[src/rtl/polynomial_finder_scheduler_pkg.sv]
// Shared constants and state encoding for the polynomial finder scheduler.
package polynomial_finder_scheduler_pkg;

  localparam int DATA_W = 17;
  localparam int TS_W   = 24;

  localparam logic [DATA_W-1:0] POLY_A = 17'h1d258;
  localparam logic [DATA_W-1:0] POLY_B = 17'h17e04;

  typedef enum logic [2:0] {
    S_IDLE      = 3'd0,
    S_START     = 3'd1,
    S_WAIT_BUSY = 3'd2,
    S_WAIT_DONE = 3'd3,
    S_RELEASE   = 3'd4
  } sched_state_e;

endpackage

[src/rtl/polynomial_finder_scheduler_rr_arbiter.sv]
// Combinational round-robin arbiter: first active request at or after ptr_i, wrapping.
module rr_arbiter #(
  parameter int NUM_SENSORS = 4,
  parameter int ID_W        = 2
) (
  input  logic [NUM_SENSORS-1:0] req_i,
  input  logic [ID_W-1:0]        ptr_i,
  output logic [NUM_SENSORS-1:0] grant_o,
  output logic [ID_W-1:0]        idx_o,
  output logic                   any_o
);

  logic [ID_W-1:0] cand;

  always_comb begin
    grant_o = '0;
    idx_o   = '0;
    any_o   = 1'b0;
    cand    = '0;
    for (int k = 0; k < NUM_SENSORS; k++) begin
      cand = ID_W'((int'(ptr_i) + k) % NUM_SENSORS);
      if (!any_o && req_i[cand]) begin
        grant_o[cand] = 1'b1;
        idx_o         = cand;
        any_o         = 1'b1;
      end
    end
  end

endmodule

[src/rtl/polynomial_finder_scheduler.sv]
// Round-robin scheduler sharing one polynomial finder between NUM_SENSORS channels.
// Optional watchdog with res_timeout output: define POLY_SCHED_TIMEOUT_EN.
module polynomial_finder_scheduler
  import polynomial_finder_scheduler_pkg::*;
#(
  parameter int          NUM_SENSORS    = 4,
  parameter int          ID_W           = 2,
  parameter logic [15:0] TIMEOUT_CYCLES = 16'd40000
) (
  input  logic                          clk_96MHz,
  input  logic                          reset,
  input  logic [NUM_SENSORS-1:0]        req_valid,
  output logic [NUM_SENSORS-1:0]        req_ack,
  input  logic [DATA_W*NUM_SENSORS-1:0] req_data,
  input  logic [DATA_W*NUM_SENSORS-1:0] req_data1,
  input  logic [TS_W*NUM_SENSORS-1:0]   req_ts,
  input  logic [TS_W*NUM_SENSORS-1:0]   req_ts1,
  output logic [DATA_W-1:0]             pf_decoded_data,
  output logic [DATA_W-1:0]             pf_decoded_data1,
  output logic [TS_W-1:0]               pf_ts_last_data,
  output logic [TS_W-1:0]               pf_ts_last_data1,
  output logic                          pf_enable,
  input  logic                          pf_ready,
  input  logic [DATA_W-1:0]             pf_polynomial,
  input  logic [DATA_W-1:0]             pf_iteration_number,
  output logic                          res_valid,
  output logic [ID_W-1:0]               res_sensor_id,
  output logic [DATA_W-1:0]             res_polynomial,
  output logic [DATA_W-1:0]             res_iteration,
  output logic                          res_found,
`ifdef POLY_SCHED_TIMEOUT_EN
  output logic                          res_timeout,
`endif
  output logic                          busy
);

  if (ID_W != $clog2(NUM_SENSORS) || TIMEOUT_CYCLES == 16'd0) begin : g_bad_params
    $error("polynomial_finder_scheduler: ID_W must equal clog2(NUM_SENSORS) and TIMEOUT_CYCLES must be nonzero");
  end

  sched_state_e            state_q, state_d;
  logic [ID_W-1:0]         rr_ptr_q, rr_ptr_d;
  logic [ID_W-1:0]         id_q, id_d;
  logic                    pf_enable_q, pf_enable_d;
  logic [DATA_W-1:0]       data0_q, data0_d, data1_q, data1_d;
  logic [TS_W-1:0]         ts0_q, ts0_d, ts1_q, ts1_d;
  logic [DATA_W-1:0]       poly_q, poly_d, iter_q, iter_d;
  logic                    rel_rdy_q, rel_rdy_d;
  logic [NUM_SENSORS-1:0]  gnt_onehot;
  logic [ID_W-1:0]         gnt_idx;
  logic                    gnt_any;
`ifdef POLY_SCHED_TIMEOUT_EN
  logic [15:0]             wd_cnt_q, wd_cnt_d;
  logic                    timeout_q, timeout_d;
`endif

  rr_arbiter #(
    .NUM_SENSORS (NUM_SENSORS),
    .ID_W        (ID_W)
  ) u_arb (
    .req_i   (req_valid),
    .ptr_i   (rr_ptr_q),
    .grant_o (gnt_onehot),
    .idx_o   (gnt_idx),
    .any_o   (gnt_any)
  );

  always_comb begin
    state_d     = state_q;
    rr_ptr_d    = rr_ptr_q;
    id_d        = id_q;
    pf_enable_d = pf_enable_q;
    data0_d     = data0_q;
    data1_d     = data1_q;
    ts0_d       = ts0_q;
    ts1_d       = ts1_q;
    poly_d      = poly_q;
    iter_d      = iter_q;
    rel_rdy_d   = 1'b0;
    req_ack     = '0;
    res_valid   = 1'b0;
`ifdef POLY_SCHED_TIMEOUT_EN
    wd_cnt_d    = wd_cnt_q;
    timeout_d   = timeout_q;
`endif
    unique case (state_q)
      S_IDLE: begin
        if (pf_ready && gnt_any) begin
          req_ack  = gnt_onehot;
          id_d     = gnt_idx;
          data0_d  = req_data[int'(gnt_idx)*DATA_W +: DATA_W];
          data1_d  = req_data1[int'(gnt_idx)*DATA_W +: DATA_W];
          ts0_d    = req_ts[int'(gnt_idx)*TS_W +: TS_W];
          ts1_d    = req_ts1[int'(gnt_idx)*TS_W +: TS_W];
          rr_ptr_d = (gnt_idx == ID_W'(NUM_SENSORS - 1)) ? '0 : gnt_idx + 1'b1;
          state_d  = S_START;
`ifdef POLY_SCHED_TIMEOUT_EN
          timeout_d = 1'b0;
`endif
        end
      end
      S_START: begin
        pf_enable_d = 1'b1;
        state_d     = S_WAIT_BUSY;
`ifdef POLY_SCHED_TIMEOUT_EN
        wd_cnt_d    = '0;
`endif
      end
      S_WAIT_BUSY: begin
        if (!pf_ready) state_d = S_WAIT_DONE;
      end
      S_WAIT_DONE: begin
        if (pf_ready) begin
          poly_d      = pf_polynomial;
          iter_d      = (pf_polynomial == '0) ? '0 : pf_iteration_number;
          pf_enable_d = 1'b0;
          state_d     = S_RELEASE;
        end
      end
      S_RELEASE: begin
        // The finder must show ready for two consecutive cycles with enable low.
        rel_rdy_d = pf_ready;
        if (pf_ready && rel_rdy_q) begin
          res_valid = 1'b1;
          state_d   = S_IDLE;
        end
      end
      default: state_d = S_IDLE;
    endcase
`ifdef POLY_SCHED_TIMEOUT_EN
    if (state_q == S_WAIT_BUSY || state_q == S_WAIT_DONE) begin
      if (wd_cnt_q == TIMEOUT_CYCLES) begin
        pf_enable_d = 1'b0;
        poly_d      = '0;
        iter_d      = '0;
        timeout_d   = 1'b1;
        state_d     = S_RELEASE;
      end else begin
        wd_cnt_d = wd_cnt_q + 16'd1;
      end
    end
    if (state_q == S_RELEASE && timeout_q) begin
      res_valid = 1'b1;
      state_d   = S_IDLE;
    end
`endif
    // An in-flight job is discarded while reset is held.
    if (reset) begin
      req_ack   = '0;
      res_valid = 1'b0;
    end
  end

  always_ff @(posedge clk_96MHz) begin
    if (reset) begin
      state_q     <= S_IDLE;
      rr_ptr_q    <= '0;
      id_q        <= '0;
      pf_enable_q <= 1'b0;
      data0_q     <= '0;
      data1_q     <= '0;
      ts0_q       <= '0;
      ts1_q       <= '0;
      poly_q      <= '0;
      iter_q      <= '0;
      rel_rdy_q   <= 1'b0;
`ifdef POLY_SCHED_TIMEOUT_EN
      wd_cnt_q    <= '0;
      timeout_q   <= 1'b0;
`endif
    end else begin
      state_q     <= state_d;
      rr_ptr_q    <= rr_ptr_d;
      id_q        <= id_d;
      pf_enable_q <= pf_enable_d;
      data0_q     <= data0_d;
      data1_q     <= data1_d;
      ts0_q       <= ts0_d;
      ts1_q       <= ts1_d;
      poly_q      <= poly_d;
      iter_q      <= iter_d;
      rel_rdy_q   <= rel_rdy_d;
`ifdef POLY_SCHED_TIMEOUT_EN
      wd_cnt_q    <= wd_cnt_d;
      timeout_q   <= timeout_d;
`endif
    end
  end

  assign pf_enable        = pf_enable_q;
  assign pf_decoded_data  = data0_q;
  assign pf_decoded_data1 = data1_q;
  assign pf_ts_last_data  = ts0_q;
  assign pf_ts_last_data1 = ts1_q;
  assign res_sensor_id    = id_q;
  assign res_polynomial   = poly_q;
  assign res_iteration    = iter_q;
  assign res_found        = (poly_q != '0);
  assign busy             = (state_q != S_IDLE);
`ifdef POLY_SCHED_TIMEOUT_EN
  assign res_timeout      = res_valid & timeout_q;
`endif

endmodule

[config.mk]
export PLATFORM = sky130hd
export DESIGN_NAME = polynomial_finder_scheduler
export DESIGN_NICKNAME = d
export VERILOG_FILES = /design/src/rtl/polynomial_finder_scheduler_pkg.sv /design/src/rtl/polynomial_finder_scheduler_rr_arbiter.sv /design/src/rtl/polynomial_finder_scheduler.sv
export SDC_FILE = /design/constraint.sdc
export NUM_CORES = 1
export LEC_CHECK = 0
export ABC_AREA = 0
export BUFFER_PORTS_ARGS = -buffer_cell sky130_fd_sc_hd__buf_2
export CAP_MARGIN = 10
export CORE_AREA = 2 2 193 195
export DETAILED_ROUTE_END_ITERATION = 6
export DIE_AREA = 0 0 195 197
export SETUP_SLACK_MARGIN = 0.05
export SYNTH_ARGS = -nofsm -noshare
export SYNTH_HDL_FRONTEND = slang
export SYNTH_SLANG_ARGS = --single-unit
[constraint.sdc]
create_clock -name clk_96MHz -period 6.9 [get_ports clk_96MHz]
set_clock_uncertainty 0.15 [all_clocks]
set_input_delay 0.345 -clock clk_96MHz [delete_from_list [all_inputs] [get_ports clk_96MHz]]
set_output_delay 0.345 -clock clk_96MHz [all_outputs]
set_load 0.05 [all_outputs]
==> impl_results.md <==
- Post-route ant nets: 0
- Fraction of layout cells with a size suffix above 1: 0.371
- Die area: 38400 um^2
- DRC: 0
- Max Fanout on Critical Path: 108
- Buf+Inv Stages, Crit Path: 3
- Maxcap violations: 0
- Top post-synthesis cells by area: dfxtp_1 (29%), a221oi_1 (10%), nand2_1 (6.4%), mux2i_1 (6.1%), nor2_1 (5.1%)
- Prevailing post-synth register cell: dfxtp_1
- Placed inst area: 11300 um^2
- Area share of the leading cell type in the synthesized netlist: 0.288
- Cell area after layout: 12500 um^2
- Die X: 195 um
- Die Y: 197 um
- Clk pwr share: 0.258
- Sequential Power Share: 0.245
- Largest net degree at the start of global routing: 109
- Post-Synthesis Cells: 1075
- DP Cell Count: 1925
- GRT Overall Usage: 0.203
- Vias in the first global route: 10.8k
- Wirelength per Cell: 20.5 um
- Final slew viol count: 0
- Endpoints failing hold: 0
- Ports: 495
- Port Buffers: 494
- Drt first pass iters: 5
- Tot Pwr: 3600 uW
- Placer's final routability congestion estimate: 0.878
- Final HPWL DP: 28200 um
- Met2 GRT Util: 0.337
- Global route hottest layer: met2
- Commonest non-fill, non-tap cell in the layout: buf_2
- Avg Vias per Cell: 5.52
- Grt total ovfl: 0
- Sw Ratio: 0.472
- Worst path max stage delay: 0.82 ns
- Grt met1 use: 0.253
- Seq cells post-synth: 125
- RSZ-0062 raised after global routing: false
- Commonest cells after routing, fill and taps aside: buf_2 (493), nand2_1 (145), dfxtp_1 (124)
- Min Clock Period, post-route: 4.74 ns
- Yosys cell types: 57
- First-pass GRT wire length: 61500 um
- Async SR Flop Fraction: 0
- Worst Max-Slew Pin Slew: 1.25 ns
- Int Power: 1900 uW
- Combinational power share: 0.497
- Non-filler cells, final: 2017
- CP endpoint kind: output port
- Top delay family on crit path: buffers and inverters
- Post-Synthesis Mean Instance Area: 8.08 um^2
- Worst Path Required: 6.40 ns
- Kind of critical path: register to output port
- CTS tree: yes
- Syn_nets: 1452
- Fmax: 211 MHz
- Initial Utilization: 0.240
- Cell Pwr Density: 289 nW/um^2
- Initial antenna violation count: 10
- Vias: 11.1k
- Slew headroom: 0.168
- Met3 usage: 0.0560
- Sequential area share after synthesis: 0.288
- Worst hold slack: 0.0305 ns
- CTS Buf Count: 17
- Fin crit share: 0.686
- CTS Buffer Depth: 2
- Leakage: 0.00589 uW
- Startpoint Class: register
- Worst path slowest cell: buf_4
- WP data arrival: 4.24 ns
- Status: finished clean
- Cell taking the most area after synthesis: dfxtp_1
- Clk_lat worst skew: 0.44 ns
- Core ar.: 36300 um^2
- P&R area growth vs syn: 43.6%
- Clock net sink count: 125
- Crit path cell chain: inv_1 > ha_1 > mux4_2 > nor2b_4 > buf_4 > a221o_1 > o21ai_0 > a21oi_1 > buf_2
- Cell Rows: 70
- Fin Setup TNS: 0 ns
- Mapped cell area: 8690 um^2
- CTS H-tree depth: 4
- First DRT Iteration DRCs: 747
- Post-CTS Resized: 0
- Clk pin slew, worst setup/hold paths: 0.07 ns
- Post-synth EDFFs: 0
- Peak VDD IR: 0.172 mV
- CTS root buf: clkbuf_16
- Layout Nets: 1907
- Psw: 1700 uW
- Ys Warns: 0
- Routed wire length: 41400 um
- # setup viols final: 0
- HP Class: input port to register
[Yosys cell counts (2+ instances only)]
library cell,count
nand2_1,147
dfxtp_1,125
nor2_1,117
a221oi_1,104
clkbuf_1,76
a22oi_1,54
mux2i_1,53
a211oi_1,48
and3_1,48
o21ai_0,43
a2111oi_0,42
buf_2,36
o211a_1,34
a2111oi_1,28
a21oi_1,25
a2111oi_2,10
ha_1,8
nor4_1,8
buf_6,5
a221o_1,4
buf_4,4
nand3_1,4
and2_1,3
mux4_2,3
nor2b_1,3
o211ai_1,3
buf_1,2
buf_8,2
inv_1,2
nand2b_1,2
nand4_1,2
nor3_1,2
nor3b_1,2
o21a_1,2
o21ai_2,2
[state kept, by name (all words and copies together), names as in the netlist]
| register | flops |
|---|---|
| pf_decoded_data | 17 |
| pf_decoded_data1 | 17 |
| pf_enable | 1 |
| pf_ts_last_data | 24 |
| pf_ts_last_data1 | 24 |
| rel_rdy_q | 1 |
| res_iteration | 17 |
| res_polynomial | 17 |
| res_sensor_id | 2 |
| rr_ptr_q | 2 |
| state_q | 3 |
[through the flow]
step	worst slack, ns	utilization
after global placement	2.62	0.313
after CTS	2.14	0.343
after global routing	1.87	0.344
after detailed placement	2.45	0.313
final	2.16	0.344
after floorplan	2.81	-
[worst min-delay path: stages]
cell	delay [ns]
buf_2	0.12
nand2_1	0.05
a2111oi_1	0.06
[path summary, 6_finish.rpt]
kind | slack (ns) | depth (start not counted) | from | endpoint
setup / recovery | 2.16 | 9 | rr_ptr_q[1]$_SDFFE_PP0P_ | req_ack[2]
hold / removal | 0.03 | 3 | req_data[42] | pf_decoded_data[8]$_SDFFE_PP0P_
setup reg to reg | 2.42 | 9 | rr_ptr_q[1]$_SDFFE_PP0P_ | pf_ts_last_data[20]$_SDFFE_PP0P_
hold reg to reg | 0.33 | 2 | res_polynomial[12]$_SDFFE_PP0P_ | res_polynomial[12]$_SDFFE_PP0P_
[cell type report]
type,count,area (um^2)
well taps,468,586
multi-input cells,822,5660
clock buffers,18,439
inverters,3,11.3
fillers,3805,23800
clock inverters,14,146
diodes,6,15.0
repair buffers,561,3110
flip-flops and latches,125,2510
[metal layers]
metal  up-vias  share of wire
met5         -         0.0011
met4         8          0.023
met3        74          0.089
met2       575           0.48
met1      5340           0.41
li1       5132              -
[what timing repair did]
action,4_1_cts,5_1_grt
hold buffers,53,0
hold endpoints to repair,53,0
buffers inserted,0,0
[kinds of logic after synthesis]
kind of cell    Yosys count  share of synthesized area
flops                   125                      0.288
xor+xnor                  1                    0.00101
buf+inv                 128                     0.0691
mux                      58                     0.0714
fa+ha+maj                 8                     0.0115
simple gates            346                      0.175
compound gates          409                      0.384
[power by group through the flow]
stage               sequential (uW)  clock [uW]  combinational (uW)
finish                          881         930                1790
global route                    889         983                1920
CTS                             879         955                1780
detailed placement              895           0                1760
global placement                892           0                1740
floorplan                      1170           0                 989
No activity file was read; power rests on OpenSTA's default activity.
